## config.mk

```make
export PLATFORM = sky130hd
export DESIGN_NAME = multicycle_control_flat
export DESIGN_NICKNAME = d
export VERILOG_FILES = /design/src/rtl/multicycle_control_if.sv /design/src/rtl/multicycle_control.sv /design/src/flat_wrapper.sv
export SDC_FILE = /design/constraint.sdc
export NUM_CORES = 1
export LEC_CHECK = 0
export ABC_AREA = 1
export CAP_MARGIN = 15
export CORE_ASPECT_RATIO = 0.8
export CORE_MARGIN = 8
export CORE_UTILIZATION = 47
export CTS_CLUSTER_DIAMETER = 30
export CTS_CLUSTER_SIZE = 25
export DETAILED_ROUTE_END_ITERATION = 7
export PLACE_DENSITY = 0.85
export SLEW_MARGIN = 20
export SYNTH_ARGS = -nofsm -noshare
export SYNTH_HDL_FRONTEND = slang
export SYNTH_SLANG_ARGS = --single-unit
```

## constraint.sdc

```tcl
create_clock -name clk -period 2.4 [get_ports clk]
set_clock_uncertainty 0.1 [all_clocks]
set_input_delay 0.48 -clock clk [delete_from_list [all_inputs] [get_ports clk]]
set_output_delay 0.48 -clock clk [all_outputs]
set_load 0.05 [all_outputs]
```

## src/rtl/multicycle_control_if.sv

```systemverilog
// Control-to-datapath bundle for the multi-cycle MIPS controller.
// master = controller side, slave = datapath / IR / memory side.
interface multicycle_control_if #(
    parameter int CNT_W = 16
);
    logic [31:0]      instruction;
    logic             zero;
    logic             mem_ready;

    logic             pc_en;
    logic             i_or_d;
    logic             mem_read;
    logic             mem_write;
    logic             ir_write;
    logic             mem_to_reg;
    logic             reg_dst;
    logic             reg_write;
    logic             alu_src_a;
    logic [1:0]       alu_src_b;
    logic [1:0]       alu_op;
    logic [1:0]       pc_source;
    logic             illegal_op;
    logic [3:0]       state;
    logic [CNT_W-1:0] retired;

    modport master (
        input  instruction, zero, mem_ready,
        output pc_en, i_or_d, mem_read, mem_write, ir_write,
        output mem_to_reg, reg_dst, reg_write, alu_src_a,
        output alu_src_b, alu_op, pc_source, illegal_op,
        output state, retired
    );

    modport slave (
        output instruction, zero, mem_ready,
        input  pc_en, i_or_d, mem_read, mem_write, ir_write,
        input  mem_to_reg, reg_dst, reg_write, alu_src_a,
        input  alu_src_b, alu_op, pc_source, illegal_op,
        input  state, retired
    );
endinterface

```

## src/rtl/multicycle_control.sv

```systemverilog
// Multi-cycle MIPS control FSM: registered Moore selects/enables plus
// Mealy gating of pc_en/ir_write on mem_ready and the branch condition.
module multicycle_control #(
    parameter int CNT_W     = 16,
    parameter int EN_ADDI   = 1,
    parameter int EN_BNE    = 1,
    parameter int TRAP_HALT = 1
) (
    input  logic                 clk,
    input  logic                 reset,
    multicycle_control_if.master bus
);

    typedef enum logic [3:0] {
        S_IDLE      = 4'd0,
        S_FETCH     = 4'd1,
        S_DECODE    = 4'd2,
        S_MEM_ADDR  = 4'd3,
        S_MEM_READ  = 4'd4,
        S_MEM_WB    = 4'd5,
        S_MEM_WRITE = 4'd6,
        S_R_EXEC    = 4'd7,
        S_R_WB      = 4'd8,
        S_BRANCH    = 4'd9,
        S_JUMP      = 4'd10,
        S_ADDI_EXEC = 4'd11,
        S_ADDI_WB   = 4'd12,
        S_TRAP      = 4'd13
    } state_e;

    typedef struct packed {
        logic       pc_en;
        logic       i_or_d;
        logic       mem_read;
        logic       mem_write;
        logic       mem_to_reg;
        logic       reg_dst;
        logic       reg_write;
        logic       alu_src_a;
        logic [1:0] alu_src_b;
        logic [1:0] alu_op;
        logic [1:0] pc_source;
        logic       illegal_op;
    } ctl_t;

    localparam logic [5:0] OP_R    = 6'b000000;
    localparam logic [5:0] OP_LW   = 6'b100011;
    localparam logic [5:0] OP_SW   = 6'b101011;
    localparam logic [5:0] OP_BEQ  = 6'b000100;
    localparam logic [5:0] OP_BNE  = 6'b000101;
    localparam logic [5:0] OP_J    = 6'b000010;
    localparam logic [5:0] OP_ADDI = 6'b001000;

    state_e           state_q;
    state_e           state_d;
    state_e           dispatch;
    ctl_t             ctl_q;
    logic             bne_q;
    logic [CNT_W-1:0] retired_q;
    logic [5:0]       opcode;
    logic             fetch_go;
    logic             in_branch;
    logic             retire;
    logic             unused_instr;

    assign opcode       = bus.instruction[31:26];
    assign unused_instr = ^bus.instruction[25:0];

    // Moore part of the outputs, evaluated for the state being entered
    function automatic ctl_t moore(state_e s);
        ctl_t c;
        c = '0;
        case (s)
            S_FETCH: begin
                c.mem_read  = 1'b1;
                c.alu_src_b = 2'b01;
            end
            S_DECODE: begin
                c.alu_src_b = 2'b11;
            end
            S_MEM_ADDR: begin
                c.alu_src_a = 1'b1;
                c.alu_src_b = 2'b10;
            end
            S_MEM_READ: begin
                c.mem_read = 1'b1;
                c.i_or_d   = 1'b1;
            end
            S_MEM_WB: begin
                c.reg_write  = 1'b1;
                c.mem_to_reg = 1'b1;
            end
            S_MEM_WRITE: begin
                c.mem_write = 1'b1;
                c.i_or_d    = 1'b1;
            end
            S_R_EXEC: begin
                c.alu_src_a = 1'b1;
                c.alu_op    = 2'b10;
            end
            S_R_WB: begin
                c.reg_write = 1'b1;
                c.reg_dst   = 1'b1;
            end
            S_BRANCH: begin
                c.alu_src_a = 1'b1;
                c.alu_op    = 2'b01;
                c.pc_source = 2'b01;
            end
            S_JUMP: begin
                c.pc_source = 2'b10;
                c.pc_en     = 1'b1;
            end
            S_ADDI_EXEC: begin
                c.alu_src_a = 1'b1;
                c.alu_src_b = 2'b10;
            end
            S_ADDI_WB: begin
                c.reg_write = 1'b1;
            end
            S_TRAP: begin
                c.illegal_op = 1'b1;
            end
            default: c = '0;
        endcase
        return c;
    endfunction

    always_comb begin
        dispatch = S_TRAP;
        unique case (1'b1)
            opcode == OP_R:
                dispatch = S_R_EXEC;
            opcode == OP_LW,
            opcode == OP_SW:
                dispatch = S_MEM_ADDR;
            opcode == OP_BEQ:
                dispatch = S_BRANCH;
            opcode == OP_BNE && EN_BNE != 0:
                dispatch = S_BRANCH;
            opcode == OP_J:
                dispatch = S_JUMP;
            opcode == OP_ADDI && EN_ADDI != 0:
                dispatch = S_ADDI_EXEC;
            default:
                dispatch = S_TRAP;
        endcase
    end

    always_comb begin
        state_d = state_q;
        case (state_q)
            S_IDLE:      state_d = S_FETCH;
            S_FETCH:     if (bus.mem_ready) state_d = S_DECODE;
            S_DECODE:    state_d = dispatch;
            S_MEM_ADDR:  state_d = (opcode == OP_LW) ? S_MEM_READ
                                                     : S_MEM_WRITE;
            S_MEM_READ:  if (bus.mem_ready) state_d = S_MEM_WB;
            S_MEM_WB:    state_d = S_FETCH;
            S_MEM_WRITE: if (bus.mem_ready) state_d = S_FETCH;
            S_R_EXEC:    state_d = S_R_WB;
            S_R_WB:      state_d = S_FETCH;
            S_BRANCH:    state_d = S_FETCH;
            S_JUMP:      state_d = S_FETCH;
            S_ADDI_EXEC: state_d = S_ADDI_WB;
            S_ADDI_WB:   state_d = S_FETCH;
            S_TRAP:      state_d = (TRAP_HALT != 0) ? S_TRAP : S_FETCH;
            default:     state_d = S_IDLE;
        endcase
    end

    // An instruction retires on the edge that leaves its last state
    always_comb begin
        retire = 1'b0;
        case (state_q)
            S_MEM_WB,
            S_R_WB,
            S_ADDI_WB,
            S_BRANCH,
            S_JUMP:      retire = 1'b1;
            S_MEM_WRITE: retire = bus.mem_ready;
            default:     retire = 1'b0;
        endcase
    end

    always_ff @(posedge clk or posedge reset) begin
        if (reset) begin
            state_q   <= S_IDLE;
            ctl_q     <= '0;
            bne_q     <= 1'b0;
            retired_q <= '0;
        end else begin
            state_q <= state_d;
            ctl_q   <= moore(state_d);
            if (state_q == S_DECODE) begin
                bne_q <= (opcode == OP_BNE);
            end
            if (retire) begin
                retired_q <= retired_q + CNT_W'(1);
            end
        end
    end

    assign fetch_go  = (state_q == S_FETCH) & bus.mem_ready;
    assign in_branch = (state_q == S_BRANCH);

    assign bus.pc_en      = ctl_q.pc_en | fetch_go
                          | (in_branch & (bus.zero ^ bne_q));
    assign bus.ir_write   = fetch_go;
    assign bus.i_or_d     = ctl_q.i_or_d;
    assign bus.mem_read   = ctl_q.mem_read;
    assign bus.mem_write  = ctl_q.mem_write;
    assign bus.mem_to_reg = ctl_q.mem_to_reg;
    assign bus.reg_dst    = ctl_q.reg_dst;
    assign bus.reg_write  = ctl_q.reg_write;
    assign bus.alu_src_a  = ctl_q.alu_src_a;
    assign bus.alu_src_b  = ctl_q.alu_src_b;
    assign bus.alu_op     = ctl_q.alu_op;
    assign bus.pc_source  = ctl_q.pc_source;
    assign bus.illegal_op = ctl_q.illegal_op;
    assign bus.state      = state_q;
    assign bus.retired    = retired_q;

endmodule

```

## src/flat_wrapper.sv

```systemverilog
// flat-port wrapper written by rule: the top's interface ports become plain ports
module multicycle_control_flat 
#(
    parameter int CNT_W     = 16,
    parameter int EN_ADDI   = 1,
    parameter int EN_BNE    = 1,
    parameter int TRAP_HALT = 1
)
  (clk, reset, bus_instruction, bus_zero, bus_mem_ready, bus_pc_en, bus_i_or_d, bus_mem_read, bus_mem_write, bus_ir_write, bus_mem_to_reg, bus_reg_dst, bus_reg_write, bus_alu_src_a, bus_alu_src_b, bus_alu_op, bus_pc_source, bus_illegal_op, bus_state, bus_retired);
  multicycle_control_if #(.CNT_W(CNT_W)) bus_i ();
  input  logic clk;
  input  logic reset;
  input wire logic [$bits(bus_i.instruction)-1:0] bus_instruction;
  input wire logic [$bits(bus_i.zero)-1:0] bus_zero;
  input wire logic [$bits(bus_i.mem_ready)-1:0] bus_mem_ready;
  output wire logic [$bits(bus_i.pc_en)-1:0] bus_pc_en;
  output wire logic [$bits(bus_i.i_or_d)-1:0] bus_i_or_d;
  output wire logic [$bits(bus_i.mem_read)-1:0] bus_mem_read;
  output wire logic [$bits(bus_i.mem_write)-1:0] bus_mem_write;
  output wire logic [$bits(bus_i.ir_write)-1:0] bus_ir_write;
  output wire logic [$bits(bus_i.mem_to_reg)-1:0] bus_mem_to_reg;
  output wire logic [$bits(bus_i.reg_dst)-1:0] bus_reg_dst;
  output wire logic [$bits(bus_i.reg_write)-1:0] bus_reg_write;
  output wire logic [$bits(bus_i.alu_src_a)-1:0] bus_alu_src_a;
  output wire logic [$bits(bus_i.alu_src_b)-1:0] bus_alu_src_b;
  output wire logic [$bits(bus_i.alu_op)-1:0] bus_alu_op;
  output wire logic [$bits(bus_i.pc_source)-1:0] bus_pc_source;
  output wire logic [$bits(bus_i.illegal_op)-1:0] bus_illegal_op;
  output wire logic [$bits(bus_i.state)-1:0] bus_state;
  output wire logic [$bits(bus_i.retired)-1:0] bus_retired;
  assign bus_i.instruction = bus_instruction;
  assign bus_i.zero = bus_zero;
  assign bus_i.mem_ready = bus_mem_ready;
  assign bus_pc_en = bus_i.pc_en;
  assign bus_i_or_d = bus_i.i_or_d;
  assign bus_mem_read = bus_i.mem_read;
  assign bus_mem_write = bus_i.mem_write;
  assign bus_ir_write = bus_i.ir_write;
  assign bus_mem_to_reg = bus_i.mem_to_reg;
  assign bus_reg_dst = bus_i.reg_dst;
  assign bus_reg_write = bus_i.reg_write;
  assign bus_alu_src_a = bus_i.alu_src_a;
  assign bus_alu_src_b = bus_i.alu_src_b;
  assign bus_alu_op = bus_i.alu_op;
  assign bus_pc_source = bus_i.pc_source;
  assign bus_illegal_op = bus_i.illegal_op;
  assign bus_state = bus_i.state;
  assign bus_retired = bus_i.retired;
  multicycle_control #(.CNT_W(CNT_W), .EN_ADDI(EN_ADDI), .EN_BNE(EN_BNE), .TRAP_HALT(TRAP_HALT)) u_core (.clk(clk), .reset(reset), .bus(bus_i));
endmodule
```

==> out/qor.csv <==
metric,value,unit
clk_latency,280,ps
die_x,86.3,µm
synth_simple_gate_area_share,35.5,%
end_kind,primary output,
die_h,72.2,µm
synthAdderAreaFrac,0.673,%
drc,0,
grt_setup_unrepaired,false,
worstPathCellList,"clkdlybuf4s50_1, inv_1, nor3_4, inv_2, nand2_2, buf_12",
rows,20,
critPathKind,in -> out,
cp_max_fo,4,
vias_per_cell,4.90,
largest_reg_flops,16,
via_count,1696,
grt-ovfl-total,0,
post-cts-setup-buffers,0,
yosysTopAreaCell,dfrtp_1,
synth_edf_count,0,
fin_ws,172,ps
stdcell_area,2490,µm²
cts_num_sinks,34,
async_flop_share,100,%
peakVddDrop,693,µV
mostFrequentLayoutCells,"52 x nand2_1, 43 x clkdlybuf4s50_1, 33 x nor2_1, 33 x dfrtp_1, 31 x inv_1",
drt_wl_total,4230,µm
worst_slew_pin_slew,523,ps
fmax,449,MHz
drt_iter0_drc,123,
switching_power,1.57,mW
p_leak,1.22,nW
cp.required,1820,ps
seq_power_share,28.7,%
grt_max_degree,35,
post-route-period-util,92.8,%
synth_fp_nets,275,
fin_nets,327,
synth_cells,238,
clkTransAtPathRegs,60,ps
hp-class,reg -> reg,
hold_violations,0,
cpMaxStageDelayCell,clkdlybuf4s50_1,
synth-compound-area-share,3.91,%
synthMuxAreaShare,0,%
core_area,3800,µm²
cts-root-buf,clkbuf_8,
cts_tree,built,
place_area,2400,µm²
arrival,1650,ps
post_synth_num_cell_types,24,
cts_resized,0,
syn_area,1860,µm²
dr.pass1.iters,4,
final_common_cell,nand2_1,
cp_top_family,buffers and inverters,
die_area,6230,µm²
yosysSeqAreaShare,45.8,%
wire_per_inst,12.2,µm
yosys_warnings,0,
h-tree-depth,2,
antenna_left,0,
ys_ff_latch,34,
synth.top_cell.area_share,45.8,%
hpwl,3280,µm
clockPowerShare,13.9,%
antenna_found_initial,0,
synth_flop_cell,dfrtp_1,
cts_buffer_depth,2,
setup_tns,0,ps
start_util,48.8,%
maxSlewHeadroom,65.0,%
synthToLayoutAreaGrowth,34.3,%
setup_viol,0,
grt_pass1_vias,1575,
worst-path-buf-inv,4,
numCtsBuffers,5,
grt_pass1_wl,7080,µm
port_buffers,45,
io_pins,72,
synth_xor_area_share,5.66,%
power_density,1240,nW/µm²
gp_congestion,0.876,
pre_cts_ws,177,ps
p_sw_share,50.7,%
cp_slowest_stage_delay,500,ps
power_frac_comb,57.4,%
avgSynthCellArea,7.81,µm²
synth_area_leaders,"dfrtp_1 46%, nand2_1 11%, nor2_1 6.7%, inv_1 6.3%, nand3_1 5.1%",
maxCapViolCount,0,
internal_power,1.52,mW
track_usage,14.5,%
nFillCells,327,
startpoint_type,primary input,
num_antenna_cells,0,
holdBufCountCts,0,
period_minus_slack,2230,ps
drive_gt1_share,13.7,%
total_power,3.09,mW
drv_slew,0,
synth_top_family_by_area,simple AND/OR/NAND/NOR gates,
status,finished clean,
-- final cells by class --
cell class / count / area, µm² / share of cell area, %
Multi-Input combinational cell: 165 / 858 / 34.4
Sequential cell: 34 / 852 / 34.2
Timing Repair Buffer: 47 / 485 / 19.5
Inverter: 37 / 139 / 5.57
Clock buffer: 7 / 86.3 / 3.46
Tap cell: 55 / 68.8 / 2.76
Clock inverter: 1 / 5.00 / 0.201
-- cells in the mapped netlist, types with 2 or more instances --
master and count:
nand2_1 53, nand3_2 4, nor2_1 33, nand3_1 19, inv_1 31, nor3_1 4, inv_2 6, nand4_1 9
nor2_2 7, nor3_2 2, xnor2_1 5, o21ai_0 10, xor2_1 7, nand2_2 5, dfrtp_1 34
-- path summary, 6_finish.rpt --
path / slack (ps) / end / cells after the start / startpoint
max: 170 / bus_pc_en / 6 / bus_mem_ready
min: 420 / u_core.bus.retired[9] / 1 / u_core.bus.retired[9]
max reg2reg: 680 / u_core.bus.retired[12] / 10 / u_core.bus.state[3]
min reg2reg: 420 / u_core.bus.retired[9] / 1 / u_core.bus.retired[9]
max in group asynchronous: 1380 / u_core.bus.state[0] / 3 / reset
min in group asynchronous: 480 / u_core.bus.mem_to_reg / 3 / reset
-- through the flow --
| step | utilization, % | hold slack (ps) | instances |
|---|---|---|---|
| 2_1_floorplan | - | 395 | 238 |
| 3_3_place_gp | 63.2 | 412 | 338 |
| 3_5_place_dp | 63.2 | 421 | 338 |
| 4_1_cts | 65.6 | 431 | 346 |
| 6_report | 65.6 | 422 | 346 |
| 5_1_grt | 65.6 | 439 | 346 |
-- power by group through the flow --
| stage | registers (mW) | logic [mW] | clock network (mW) |
|---|---|---|---|
| floorplan | 1.36 | 0.765 | 0 |
| global placement | 0.892 | 1.75 | 0 |
| detailed placement | 0.897 | 1.77 | 0 |
| CTS | 0.886 | 1.78 | 0.444 |
| global route | 0.908 | 1.91 | 0.469 |
| finish | 0.886 | 1.77 | 0.430 |
-- layer usage --
layer	GRT usage (%)	up-vias	routed length [µm]
li1	-	854	-
met3	5.64	6	353
met4	6.48	0	68
met1	17.8	777	1970
met5	0	-	0
met2	21.9	59	1840
-- worst reg2reg max path: stages, from the launching register on --
cell and delay, ps:
dfrtp_1 440, inv_1 100, nand2_1 70, nor2_2 160, nand2_1 80, nand3_2 220, nand3_2 120, inv_2 110
nand3_1 80, nand2_1 80, nand2_1 50
-- cells by family after synthesis --
kind of cell,after synthesis
DFF,34
xor gates and xnor gates,12
AOI/OAI and AO/OA,13
adders and majority gates,1
buffers and inverters,39
and+or+nand+nor,139
(Power assumes the default switching activity.)
